===== src/rtl/mem_wb_stage.sv =====
// MEM/WB stage of the 10-bit CPU: data-memory access over req/ready and GP register writeback.
// Stalls upstream while a memory access is outstanding; aborts stuck accesses after TIMEOUT cycles.
module mem_wb_stage #(
    parameter int unsigned DATA_W  = 10,
    parameter int unsigned ADDR_W  = 3,
    parameter int unsigned TIMEOUT = 15
) (
    input  logic              clk,
    input  logic              reset,
    input  logic              ex_valid,
    input  logic [DATA_W-1:0] ex_alu_result,
    input  logic [DATA_W-1:0] ex_store_data,
    input  logic [ADDR_W-1:0] ex_rd_addr,
    input  logic              ex_gp_reg_wb,
    input  logic              ex_mem_read,
    input  logic              ex_mem_write,
    output logic              stall,
    output logic              mem_req,
    output logic              mem_we,
    output logic [DATA_W-1:0] mem_addr,
    output logic [DATA_W-1:0] mem_wdata,
    input  logic              mem_ready,
    input  logic [DATA_W-1:0] mem_rdata,
    output logic              wb_en,
    output logic [ADDR_W-1:0] wb_addr,
    output logic [DATA_W-1:0] wb_data,
    output logic              err
);

    localparam int unsigned CNT_W = 8;

    typedef enum logic {
        IDLE     = 1'b0,
        MEM_WAIT = 1'b1
    } state_t;

    state_t              state_q, state_d;
    logic [CNT_W-1:0]    cnt_q, cnt_d;
    logic [ADDR_W-1:0]   rd_q, rd_d;
    logic                gp_q, gp_d;
    logic                req_d, we_d, wb_en_d, err_d;
    logic [DATA_W-1:0]   addr_d, wdata_d, wb_data_d;
    logic [ADDR_W-1:0]   wb_addr_d;

    assign stall = (state_q == MEM_WAIT);

    // Next-state and next-output logic; everything holds unless an event below updates it.
    always_comb begin
        state_d   = state_q;
        cnt_d     = cnt_q;
        rd_d      = rd_q;
        gp_d      = gp_q;
        req_d     = mem_req;
        we_d      = mem_we;
        addr_d    = mem_addr;
        wdata_d   = mem_wdata;
        wb_en_d   = 1'b0;
        wb_addr_d = wb_addr;
        wb_data_d = wb_data;
        err_d     = err;

        unique case (state_q)
            IDLE: begin
                if (ex_valid) begin
                    if (ex_mem_read && ex_mem_write) begin
                        err_d = 1'b1;
                    end else if (ex_mem_read || ex_mem_write) begin
                        addr_d  = ex_alu_result;
                        wdata_d = ex_store_data;
                        we_d    = ex_mem_write;
                        rd_d    = ex_rd_addr;
                        gp_d    = ex_gp_reg_wb;
                        req_d   = 1'b1;
                        cnt_d   = '0;
                        state_d = MEM_WAIT;
                    end else begin
                        wb_en_d   = ex_gp_reg_wb;
                        wb_addr_d = ex_rd_addr;
                        wb_data_d = ex_alu_result;
                    end
                end
            end
            MEM_WAIT: begin
                if (mem_ready) begin
                    req_d   = 1'b0;
                    state_d = IDLE;
                    if (!mem_we) begin
                        wb_en_d   = gp_q;
                        wb_addr_d = rd_q;
                        wb_data_d = mem_rdata;
                    end
                end else if (cnt_q == CNT_W'(TIMEOUT - 1)) begin
                    // Ready on the final cycle still wins; only a silent memory aborts.
                    req_d   = 1'b0;
                    err_d   = 1'b1;
                    state_d = IDLE;
                end else begin
                    cnt_d = cnt_q + CNT_W'(1);
                end
            end
            default: state_d = IDLE;
        endcase
    end

    always_ff @(posedge clk) begin
        if (reset) begin
            state_q   <= IDLE;
            cnt_q     <= '0;
            rd_q      <= '0;
            gp_q      <= 1'b0;
            mem_req   <= 1'b0;
            mem_we    <= 1'b0;
            mem_addr  <= '0;
            mem_wdata <= '0;
            wb_en     <= 1'b0;
            wb_addr   <= '0;
            wb_data   <= '0;
            err       <= 1'b0;
        end else begin
            state_q   <= state_d;
            cnt_q     <= cnt_d;
            rd_q      <= rd_d;
            gp_q      <= gp_d;
            mem_req   <= req_d;
            mem_we    <= we_d;
            mem_addr  <= addr_d;
            mem_wdata <= wdata_d;
            wb_en     <= wb_en_d;
            wb_addr   <= wb_addr_d;
            wb_data   <= wb_data_d;
            err       <= err_d;
        end
    end

endmodule

===== config.mk =====
export PLATFORM = sky130hd
export DESIGN_NAME = mem_wb_stage
export DESIGN_NICKNAME = d
export VERILOG_FILES = /design/src/rtl/mem_wb_stage.sv
export SDC_FILE = /design/constraint.sdc
export NUM_CORES = 1
export LEC_CHECK = 0
export ABC_AREA = 1
export BUFFER_PORTS_ARGS = -buffer_cell sky130_fd_sc_hd__buf_2
export CAP_MARGIN = 20
export CORE_MARGIN = 3
export CORE_UTILIZATION = 44
export CTS_CLUSTER_SIZE = 8
export DETAILED_ROUTE_END_ITERATION = 16
export PLACE_DENSITY_LB_ADDON = 0.25
export RECOVER_POWER = 25
export SLEW_MARGIN = 20
export SYNTH_ARGS = -nofsm -noshare
export SYNTH_HDL_FRONTEND = slang
export SYNTH_SLANG_ARGS = --single-unit

===== constraint.sdc =====
create_clock -name clk -period 1.4 [get_ports clk]
set_clock_uncertainty 0.2 [all_clocks]
set_input_delay 0.28 -clock clk [delete_from_list [all_inputs] [get_ports clk]]
set_output_delay 0.28 -clock clk [all_outputs]
set_load 0.01 [all_outputs]

Yosys cells after proc, flatten, opt, wreduce, memory -nomap -nowiden
Cells that the tools add are included.
- register bits after elaboration: 50
- input bits: 40
- equality and inequality tests: 12
- muxes and demuxes: 41
- add/subtract/negate cells: 1
- bitwise gates (word level): 2
- reductions and logical operators: 7
- operators by type and width (operator ; count):
    2-to-1 mux 10 bit ; 5
    2-to-1 mux 8 bit ; 5
    case mux 10 bit (2 select lines) ; 1
    2-to-1 mux 1 bit ; 19
    != test 2 bit, second input constant ; 9
    case mux 8 bit (2 select lines) ; 1
    2-to-1 mux 3 bit ; 5
    AND reduction 4 bit ; 3
    AND reduction 5 bit ; 2
    adder 8 x 1 -> 8 bit, second input constant ; 1
    equality test 8 x 4 -> 1 bit, second input constant ; 1
    case mux 1 bit (2 select lines) ; 4
    case mux 3 bit (2 select lines) ; 1
    != test 3 x 2 -> 1 bit, second input constant ; 1
    != test 2 x 1 -> 1 bit, second input constant ; 1
    inverter 1 bit ; 2
    logical AND 1 bit ; 1
    logical OR 1 bit ; 1

Longest topological paths before layout
Gate-level depths: netlist of run 1.
- depth after elaboration: 5
- gate-level depth with buffers: 9

Worst setup path after synthesis of run 1
Ideal clock, no wire load.
- kind: reg-to-reg
- start point: register state_q (netlist: stall)
- end point: register cnt_q[0]
- data arrival time: 1.204 ns
- setup time: 0.116 ns
- slack: -0.120 ns
- buffers on the path: 0
- clock period less this slack: 1.520 ns
- stages on the path, launching flop included: 8
- path through: dfxtp_1 -> inv_2 -> nand2_1 -> nand2_1 -> nor2_2 -> nand2_1 -> nor2_1 -> nor2_1
- longest elaborated chain between the ends: 3
- ends and longest elaborated chain (element ; line ; source):
    start: declaration ; 37 ; state_t state_q, state_d;
    start signal: assignment ; 120 ; state_q <= state_d;
    inverter 1 bit (no source line) ; - ;
    != test 2 bit (no source line) ; - ;
    AND reduction 5 bit (no source line) ; - ;
    end signal: assignment ; 121 ; cnt_q <= cnt_d;
    end: declaration ; 38 ; logic [CNT_W-1:0] cnt_q, cnt_d;
Parallel ways exist; a longest one is shown, timed or not.
A chain may end at the register's enable or synchronous reset.

Final worst setup path of run 1
- start point: register state_q (netlist: stall)
- end point: register mem_addr[6]
- longest elaborated chain between the ends: 2
- ends and longest elaborated chain (element ; line ; source):
    inverter 1 bit (no source line) ; - ;
    AND reduction 4 bit (no source line) ; - ;
    end signal: assignment ; 126 ; mem_addr <= addr_d;
    end: declaration ; 20 ; output logic [DATA_W-1:0] mem_addr,
No other way between the ends.

==> results of run 1 <==
final cells by class:
cell class,count,area [µm²],share of cell area
tap,67,83.8,0.0241
sequential,50,1020,0.292
multi-input combinational,235,1290,0.371
timing repair buffer,122,877,0.252
inverter,29,115,0.0331
clock buffer,6,82.6,0.0237
clock inverter,2,16.3,0.00467
synthesized netlist by cell type (all sizes together):
cell	number
nand3b	1
nand4	1
clkinv	1
a21oi	15
nand2	70
clkbuf	13
nand3	12
ha	4
o21ai	48
nor2	79
nor3	4
dfxtp	50
buf	2
inv	28
flip-flops by register name, summed over array words and instances, names as in the netlist:
| name | count |
|---|---|
| wb_data | 10 |
| mem_wdata | 10 |
| err | 1 |
| stall | 1 |
| mem_req | 1 |
| rd_q | 3 |
| mem_addr | 10 |
| wb_addr | 3 |
| mem_we | 1 |
| cnt_q | 8 |
| wb_en | 1 |
| gp_q | 1 |
worst paths after layout:
| path | endpoint | slack [ns] | cells after the start | from |
|---|---|---|---|---|
| max | mem_addr[6] | -0.13 | 6 | stall |
| min | rd_q[1] | 0.01 | 3 | ex_rd_addr[1] |
| max reg2reg | mem_addr[6] | -0.13 | 6 | stall |
| min reg2reg | err | 0.26 | 2 | err |
cells in the final DEF (no fill, tap or decap), types with 4 or more instances in the layout:
master / n
buf_2: 75
nor2_1: 67
nand2_1: 56
dfxtp_1: 44
o21ai_1: 27
inv_1: 22
buf_4: 19
o21ai_0: 11
dlygate4sd3_1: 11
buf_6: 11
nand2_2: 10
nor2_2: 9
o21ai_2: 9
a21oi_1: 8
nand3_1: 8
a21oi_2: 7
clkbuf_8: 6
nand2_4: 5
inv_2: 4
per-stage QoR:
| stage | worst slack, ns | total power, W |
|---|---|---|
| global route | -0.170 | 0.00340 |
| floorplan | -0.0459 | 0.00191 |
| CTS | -0.0366 | 0.00316 |
| finish | -0.128 | 0.00325 |
| detailed placement | -0.342 | 0.00217 |
| global placement | -0.242 | 0.00216 |
logic make-up after synthesis:
logic type / Yosys count
and+or+nand+nor: 167
AOI/OAI and AO/OA: 63
DFF: 50
buffers and inverters: 44
adders and majority gates: 4
power breakdown:
part | internal (W) | switching [W]
logic | 0.000350 | 0.000398
clock network | 0.000408 | 0.000519
registers | 0.00152 | 0.0000576
repair_timing:
action / 4_1_cts / 5_1_grt
pin swaps: 13 / 18
hold buffers: 11 / 0
buffers inserted: 5 / 6
endpoints found under the setup margin: 48 / 51
endpoints found under the hold margin: 11 / 0
resized for setup: 45 / 75
gates cloned: 1 / 2
metal layers:
metal | wire length [µm] | part of all wire | GRT usage
met3 | 381 | 0.056 | 0.0446
met1 | 2900 | 0.42 | 0.253
met4 | 167 | 0.024 | 0.105
met5 | 0 | 0 | 0
met2 | 3400 | 0.50 | 0.366
worst max-delay path, delay by kind of cell (launching register included):
kind | cells | cell delay, ns
AOI/OAI and AO/OA | 2 | 0.18
DFF | 1 | 0.39
and+or+nand+nor | 1 | 0.22
buffers and inverters | 3 | 0.45
==> qor.csv, run 1 <==
stage,metric,value,unit
final_layout,diodes,0,
synth,muxShareOfSynthArea,0,
place,portBuffers,77,
place,dpl.hpwl,4.01,mm
timing,hold_ws,0.0136,ns
timing,timing.final.ws_setup,-0.128,ns
synth,synth_compound_area_frac,0.144,
grt,grt_max_degree,43,
worst_setup_path,critPathCaptureType,flip-flop,
final_layout,fill_cells,357,
die,die_h,76.7,µm
timing,drv_slew,0,
cts,clockBufferDepth,2,
cts,cts_tree,yes,
timing,period_minus_slack,1.53,ns
final_layout,num-nets-final,487,
final_layout,area_delta_synth_final,58.4,%
worst_setup_path,crit_top_cell,buf_6,
grt,gr-total-overflow,0,
synth,synth.avg_cell_area,6.70,µm²
place,gp_congestion,0.892,
grt,antenna_found_initial,0,
run,maxCapViolCount,0,
run_status,outcome,"finished, violations left",
route,drc_errors,0,
pwr,ir_drop,0.641,mV
die,ios,78,
hold_path,hold_class,in2reg,
worst_setup_path,crit_path_cell_trace,buf_6 -> nor3_4 -> buf_6 -> clkbuf_16 -> o21ai_1 -> a21oi_1,
timing,rsz0062_at_grt,true,
synth,syn_area,2200,µm²
worst_setup_path,cp_max_fo,6,
synth,synth_cell_types,19,
cts,clock_sinks,50,
place,dp_cells,481,
synth,synth_cells,328,
worst_setup_path,cp-start-kind,flip-flop,
route,via_per_inst,4.92,
cts,cts_made_buffers,5,
synth,ys_ff_latch,50,
synth,ys_seq_area_frac,0.456,
route,drt-total-wl,6.85,mm
run_status,violations,negative setup slack,
worst_setup_path,criticalPathCategory,reg2reg,
synth,synthSimpleGateAreaFrac,0.301,
worst_setup_path,critPathSlowestCell,dfxtp_4,
final_layout,final_cells,511,
synth,yosysWarnings,0,
die,die_w,76.7,µm
cts,root_buffer,clkbuf_8,
die,core_area,4790,µm²
synth,synth.area.top_cells,"dfxtp_1 (46%), nor2_1 (13%), nand2_1 (12%)",
timing,tightest_slew,0.260,ns
final_layout,stdcell_area,3480,µm²
synth,synth_top_area_frac,0.456,
worst_setup_path,cp.required,1.44,ns
timing,timing.setup.tns,-2.46,ns
timing,finalCritPeriodShare,1.09,
grt,track_usage,0.214,
synth,synth_fa_ha_area_frac,0.0228,
place,placed_cell_area,2860,µm²
pwr,p_per_area,933,nW/µm²
die,start_util,0.459,
die,rows,25,
timing,setup_viol,47,
route,ant_nets,0,
worst_setup_path,crit_path_max_incr_delay,0.39,ns
synth,yosysTopAreaCell,dfxtp_1,
final_layout,final_core_util,0.727,
route,detail_route.wl_per_cell,13.4,µm
route,via_count,2516,
cts,worstSkewPairLatency,0.31,ns
route,drtPass1Iterations,4,
route,drt_iter0_drc,148,
grt,grt_pass1_vias,2279,
cts,clk_pin_slew,0.10,ns
grt,grt_pass1_wl,10.2,mm
synth,syn-num-nets,372,
timing,relSlewSlack,0.826,
pwr,leakage,1.68,nW
synth,synth_top_family_by_area,simple AND/OR/NAND/NOR gates,
worst_setup_path,arrival,1.57,ns
timing,hold_viol,0,
cts,cts.htree.levels,2,
die,die_area,5880,µm²
timing,fmax,654,MHz
synth,yosys.area_share.xor_xnor,0,
final_layout,drive_gt1_frac,0.421,
(Power assumes the default switching activity.)
==> run 2, diff against run 1 <==
--- a/config.mk
+++ b/config.mk
@@ -6,9 +6,9 @@
 export NUM_CORES = 1
 export LEC_CHECK = 0
 export ABC_AREA = 1
-export BUFFER_PORTS_ARGS = -buffer_cell sky130_fd_sc_hd__buf_2
+export BUFFER_PORTS_ARGS = -buffer_cell sky130_fd_sc_hd__clkbuf_2
 export CAP_MARGIN = 20
-export CORE_MARGIN = 3
+export CORE_MARGIN = 2
 export CORE_UTILIZATION = 44
 export CTS_CLUSTER_SIZE = 8
 export DETAILED_ROUTE_END_ITERATION = 16
==> constraint.sdc (replaced) <==
create_clock -name clk -period 1.3 [get_ports clk]
set_clock_uncertainty 0.2 [all_clocks]
set_input_delay 0.26 -clock clk [delete_from_list [all_inputs] [get_ports clk]]
set_output_delay 0.26 -clock clk [all_outputs]
set_load 0.01 [all_outputs]
==> run 2 against run 1 <==
Effect of this change: the run still ends with negative setup slack left; first-iteration DRC count rose by 11%; sequential share of layout area fell by 2.5 points; worst setup slack worse by 0.082 ns; worst hold slack got worse by 0.011 ns; sequential cell count stayed put; non-clock buffer count is 13 higher; wire length rose by 18%; register-to-register slack worse by 0.08 ns; cell area increased by 9.5%; count of clock-buffer cells in the layout unchanged.
==> qor.csv, run 2 (synthesized netlist as in run 1, its figures left out) <==
stage,metric,value,unit,change
place,placed_cell_area,2910,µm²,was 2860 µm²
die,core_area,4750,µm²,was 4790 µm²
timing,hold_ws,0.00294,ns,was 0.0136 ns
route,drtPass1Iterations,4,,unchanged
grt,gr-total-overflow,0,,unchanged
place,gp_congestion,0.870,,was 0.892
final_layout,final_cells,523,,was 511
run_status,violations,negative setup slack,,unchanged
timing,drv_slew,0,,unchanged
timing,tightest_slew,0.234,ns,was 0.260 ns
cts,clockBufferDepth,2,,unchanged
final_layout,drive_gt1_frac,0.469,,was 0.421
timing,hold_viol,0,,unchanged
worst_setup_path,critPathCaptureType,flip-flop,,unchanged
worst_setup_path,crit_path_max_incr_delay,0.45,ns,was 0.39 ns
cts,cts_made_buffers,5,,unchanged
grt,track_usage,0.258,,was 0.214
worst_setup_path,cp.required,1.34,ns,was 1.44 ns
worst_setup_path,cp-start-kind,flip-flop,,unchanged
route,via_per_inst,5.07,,was 4.92
worst_setup_path,cp_max_fo,7,,was 6
die,die_area,5570,µm²,was 5880 µm²
cts,worstSkewPairLatency,0.32,ns,was 0.31 ns
cts,cts.htree.levels,2,,unchanged
pwr,leakage,1.74,nW,was 1.68 nW
timing,setup_viol,54,,was 47
grt,grt_max_degree,28,,was 43
cts,clk_pin_slew,0.10,ns,about the same
pwr,p_total,0.00369,W,was 0.00325 W
cts,root_buffer,clkbuf_8,,unchanged
die,die_h,74.7,µm,was 76.7 µm
final_layout,area_delta_synth_final,73.5,%,was 58.4%
route,drt-total-wl,8.09,mm,was 6.85 mm
worst_setup_path,crit_path_cell_trace,inv_8 -> nand2_4 -> nand2_2 -> nor2_4 -> nand3_1 -> nand2_1 -> inv_1 -> nor2_1,,was buf_6 -> nor3_4 -> buf_6 -> clkbuf_16 -> o21ai_1 -> a21oi_1
cts,clock_sinks,50,,unchanged
run,maxCapViolCount,0,,unchanged
timing,fmax,662,MHz,was 654 MHz
route,drc_errors,0,,unchanged
worst_setup_path,path_delay_family,simple AND/OR/NAND/NOR gates,,was buffers and inverters
route,drt_iter0_drc,165,,was 148
run_status,outcome,"finished, violations left",,unchanged
timing,relSlewSlack,0.842,,was 0.826
route,ant_nets,0,,unchanged
worst_setup_path,crit_buf_inv,2,,was 3
die,start_util,0.462,,was 0.459
die,die_w,74.7,µm,was 76.7 µm
timing,period_minus_slack,1.51,ns,was 1.53 ns
pwr,p_per_area,967,nW/µm²,was 933 nW/µm²
place,dp_cells,484,,was 481
grt,grt_pass1_vias,2430,,was 2279
final_layout,num-nets-final,499,,was 487
route,detail_route.wl_per_cell,15.5,µm,was 13.4 µm
timing,finalCritPeriodShare,1.16,,was 1.09
die,ios,78,,unchanged
worst_setup_path,arrival,1.55,ns,was 1.57 ns
final_layout,final_common_cell,clkbuf_2,,was buf_2
die,rows,25,,unchanged
final_layout,stdcell_area,3810,µm²,was 3480 µm²
worst_setup_path,criticalPathCategory,reg2reg,,unchanged
hold_path,hold_class,in2reg,,unchanged
place,portBuffers,77,,unchanged
timing,rsz0062_at_grt,true,,unchanged
cts,cts_tree,yes,,unchanged
grt,antenna_found_initial,0,,unchanged
pwr,ir_drop,0.826,mV,was 0.641 mV
place,dpl.hpwl,4.17,mm,was 4.01 mm
final_layout,final_cell_mix,"clkbuf_2 (72), nor2_1 (58), nand2_1 (55)",,"was buf_2 (75), nor2_1 (67), nand2_1 (56)"
grt,grt_pass1_wl,10.9,mm,was 10.2 mm
route,via_count,2650,,was 2516
timing,timing.final.ws_setup,-0.210,ns,was -0.128 ns
final_layout,diodes,0,,unchanged
worst_setup_path,critPathSlowestCell,dfxtp_4,,unchanged
final_layout,final_core_util,0.802,,was 0.727
final_layout,reg_top3,"mem_addr: 10 flops, mem_wdata: 10 flops, wb_data: 10 flops",,unchanged
run 2: cell count changes in the layout (fill, tap and decap cells not counted), sizes merged:
cell         delta
nand2           -1
buf            -68
dlygate4sd3     +8
clkbuf         +73
run 2: repair_timing:
action / 4_1_cts / 5_1_grt
resized for setup: 80 / 76
hold buffers: 19 / 0
endpoints found under the setup margin: 50 / 55
setup buffers: 10 / 1
gates cloned: 4 / 0
pin swaps: 18 / 23
hold endpoints to repair: 19 / 0
run 2: report_power, final:
part	switching, W	leakage (nW)	total, W	internal [W]
Clock	0.000562	0.0478	0.00100	0.000439
Combinational	0.000519	1.28	0.000972	0.000454
Sequential	0.0000770	0.415	0.00171	0.00164
run 2: path summary, 6_finish.rpt:
check        slack [ns]           end        startpoint  cells past startpoint
max               -0.21      cnt_q[3]             stall                      8
min               0.003  mem_wdata[3]  ex_store_data[3]                      3
max reg2reg       -0.21      cnt_q[3]             stall                      8
min reg2reg        0.28           err               err                      2
run 2: worst min-delay path, cell delays in order:
cell      delay (ns)
clkbuf_2        0.10
nor2_4          0.09
nor2_1          0.05
run 2: layer usage:
metal,wire length [µm],global-route usage,vias up
met5,0,0,-
met4,296,0.105,0
met3,436,0.0375,24
met2,4160,0.463,105
met1,3190,0.309,1225
li1,-,-,1296
run 2: through the flow:
| stage | TNS [ns] | worst slack (ns) |
|---|---|---|
| floorplan | -3.40 | -0.124 |
| global placement | -12.48 | -0.309 |
| detailed placement | -14.12 | -0.333 |
| CTS | -2.73 | -0.140 |
| global route | -8.02 | -0.259 |
| finish | -5.38 | -0.210 |
run 2: layout make-up:
cell class / instances / area (µm²)
timing repair buffer: 135 / 1050
inverter: 29 / 128
clock buffer: 6 / 82.6
multi-input combinational: 234 / 1430
fill: 294 / 942
sequential: 50 / 1020
tap: 67 / 83.8
clock inverter: 2 / 16.3
==> run 3, diff against run 2 <==
--- a/config.mk
+++ b/config.mk
@@ -8,11 +8,13 @@
 export ABC_AREA = 1
 export BUFFER_PORTS_ARGS = -buffer_cell sky130_fd_sc_hd__clkbuf_2
 export CAP_MARGIN = 20
+export CELL_PAD_IN_SITES_DETAIL_PLACEMENT = 0
+export CELL_PAD_IN_SITES_GLOBAL_PLACEMENT = 1
 export CORE_MARGIN = 2
-export CORE_UTILIZATION = 44
+export CORE_UTILIZATION = 30
 export CTS_CLUSTER_SIZE = 8
 export DETAILED_ROUTE_END_ITERATION = 16
-export PLACE_DENSITY_LB_ADDON = 0.25
+export PLACE_DENSITY = 0.79
 export RECOVER_POWER = 25
 export SLEW_MARGIN = 20
 export SYNTH_ARGS = -nofsm -noshare
==> run 3 against run 2 <==
Effect of this change: the run still ends with negative setup slack left; count of clock-buffer cells in the layout is the same; global-route usage shrank 11 points; non-clock buffer count grew 3; core utilization shrank 27 points; clock power is essentially flat; sequential cell count is the same; largest cell class unchanged; highest routed layer unchanged.
==> qor.csv, run 3 (synthesized netlist as in run 1, its figures left out) <==
stage,metric,value,unit,change
final_layout,area_delta_synth_final,73.8,%,was 73.5%
cts,root_buffer,clkbuf_8,,unchanged
route,via_per_inst,4.44,,was 5.07
final_layout,stdcell_area,3820,µm²,was 3810 µm²
timing,hold_viol,0,,unchanged
grt,antenna_found_initial,0,,unchanged
worst_setup_path,cp-start-kind,flip-flop,,unchanged
timing,setup_viol,51,,was 54
timing,tightest_slew,0.239,ns,was 0.234 ns
cts,worstSkewPairLatency,0.30,ns,was 0.32 ns
route,detail_route.wl_per_cell,12.2,µm,was 15.5 µm
cts,cts_tree,yes,,unchanged
final_layout,multi_input_area,1400,µm²,was 1430 µm²
final_layout,final_common_cell,clkbuf_2,,unchanged
grt,grt_max_degree,43,,was 28
cts,clockBufferDepth,2,,unchanged
worst_setup_path,crit_path_max_incr_delay,0.37,ns,was 0.45 ns
grt,grt_pass1_vias,2099,,was 2430
route,via_count,2476,,was 2650
final_layout,fill_cells,703,,was 294
timing,rsz0062_at_grt,true,,unchanged
worst_setup_path,criticalPathCategory,reg2reg,,unchanged
timing,timing.final.ws_setup,-0.223,ns,was -0.210 ns
cts,cts.htree.levels,2,,unchanged
hold_path,hold_class,in2reg,,unchanged
grt,gr-total-overflow,0,,unchanged
route,drtPass1Iterations,4,,unchanged
cts,clk_pin_slew,0.10,ns,about the same
route,ant_nets,0,,unchanged
run_status,violations,negative setup slack,,unchanged
pwr,ir_drop,0.525,mV,was 0.826 mV
die,core_area,7180,µm²,was 4750 µm²
final_layout,seq_area,1020,µm²,unchanged
pwr,p_total,0.00361,W,was 0.00369 W
route,drt_iter0_drc,54,,was 165
worst_setup_path,crit_path_cell_trace,buf_8 -> nor3_4 -> buf_6 -> inv_6 -> clkbuf_16 -> nor2_2 -> nor2_1,,was inv_8 -> nand2_4 -> nand2_2 -> nor2_4 -> nand3_1 -> nand2_1 -> inv_1 -> nor2_1
place,dpl.hpwl,4.30,mm,was 4.17 mm
run_status,outcome,"finished, violations left",,unchanged
timing,finalCritPeriodShare,1.17,,was 1.16
worst_setup_path,arrival,1.53,ns,was 1.55 ns
pwr,p_per_area,944,nW/µm²,was 967 nW/µm²
worst_setup_path,cp_max_fo,7,,unchanged
grt,grt_pass1_wl,9.49,mm,was 10.9 mm
place,gp_congestion,0.867,,was 0.870
die,die_w,89.6,µm,was 74.7 µm
die,rows,31,,was 25
place,placed_cell_area,2970,µm²,was 2910 µm²
cts,clock_sinks,50,,unchanged
die,die_h,89.6,µm,was 74.7 µm
final_layout,num-nets-final,502,,was 499
final_layout,final_cell_mix,"clkbuf_2 (72), nor2_1 (56), nand2_1 (55)",,"was clkbuf_2 (72), nor2_1 (58), nand2_1 (55)"
timing,hold_ws,0.0103,ns,was 0.00294 ns
final_layout,diodes,0,,unchanged
route,drc_errors,0,,unchanged
pwr,leakage,1.75,nW,was 1.74 nW
die,start_util,0.306,,was 0.462
place,portBuffers,77,,unchanged
worst_setup_path,cp.required,1.31,ns,was 1.34 ns
worst_setup_path,critPathSlowestCell,dfxtp_4,,unchanged
worst_setup_path,critPathCaptureType,flip-flop,,unchanged
run,maxCapViolCount,0,,unchanged
timing,relSlewSlack,0.840,,was 0.842
final_layout,drive_gt1_frac,0.453,,was 0.469
timing,drv_slew,0,,unchanged
timing,fmax,657,MHz,was 662 MHz
route,drt-total-wl,6.82,mm,was 8.09 mm
die,die_area,8020,µm²,was 5570 µm²
cts,cts_made_buffers,5,,unchanged
grt,track_usage,0.151,,was 0.258
final_layout,reg_top3,"mem_addr: 10 flops, mem_wdata: 10 flops, wb_data: 10 flops",,unchanged
die,ios,78,,unchanged
timing,period_minus_slack,1.52,ns,was 1.51 ns
==> run 3: changes by cell type in the layout (fill, tap and decap cells not counted), moves of 3 or more <==
cell / change
o21ai_0: +9
o21ai_2: -11
dfxtp_2: +3
buf_16: -3
a21oi_1: +3
buf_4: +7
a21oi_2: -3
buf_6: -4
nor2_4: +3
==> run 3: final cells by class <==
type / instances / area share
Clock buffer: 6 / 0.0216
Clock inverter: 2 / 0.00459
Inverter: 29 / 0.0328
Multi-Input combinational cell: 234 / 0.367
Sequential cell: 50 / 0.267
Tap cell: 99 / 0.0324
Timing Repair Buffer: 138 / 0.275
==> run 3: stage by stage <==
step	setup slack, ns	util	cells	TNS [ns]
final	-0.223	0.532	558	-8.37
after global placement	-0.305	0.414	519	-13.09
after floorplan	-0.124	-	328	-3.40
after CTS	-0.203	0.476	552	-7.70
after detailed placement	-0.343	0.414	519	-13.92
after global routing	-0.269	0.532	558	-11.32
==> run 3: timing repair <==
item / in CTS / in global routing
buffers inserted: 5 / 4
gates resized for setup: 29 / 107
setup endpoints to repair: 43 / 57
pin swaps: 7 / 15
cloned: 1 / 2
hold buffers: 19 / 0
endpoints found under the hold margin: 19 / 0
==> run 3: routing by layer <==
metal | track usage | vias up | share of wire
met5 | 0 | - | 0
met4 | 0.0488 | 0 | 0.018
met3 | 0.0247 | 8 | 0.034
met2 | 0.245 | 50 | 0.49
met1 | 0.206 | 1122 | 0.46
li1 | - | 1296 | -
==> run 3: final timing paths <==
path / from / end / slack, ns / cells past startpoint
worst min register to register: err / err / 0.26 / 2
worst max register to register: stall / mem_wdata[4] / -0.22 / 7
worst min-delay path: ex_alu_result[3] / mem_addr[3] / 0.01 / 3
worst max-delay path: stall / mem_wdata[4] / -0.22 / 7
==> run 3: worst max-delay path, delay by kind of cell (launching register included) <==
kind                   cells  cell delay, ns
buffers and inverters      4            0.52
flip-flops                 1            0.37
AND/OR/NAND/NOR            3            0.34
==> run 3: report_power, final <==
part           internal, W  switching, W  total (W)
sequential         0.00164     0.0000563    0.00170
clock             0.000439      0.000551   0.000991
combinational     0.000443      0.000478   0.000920
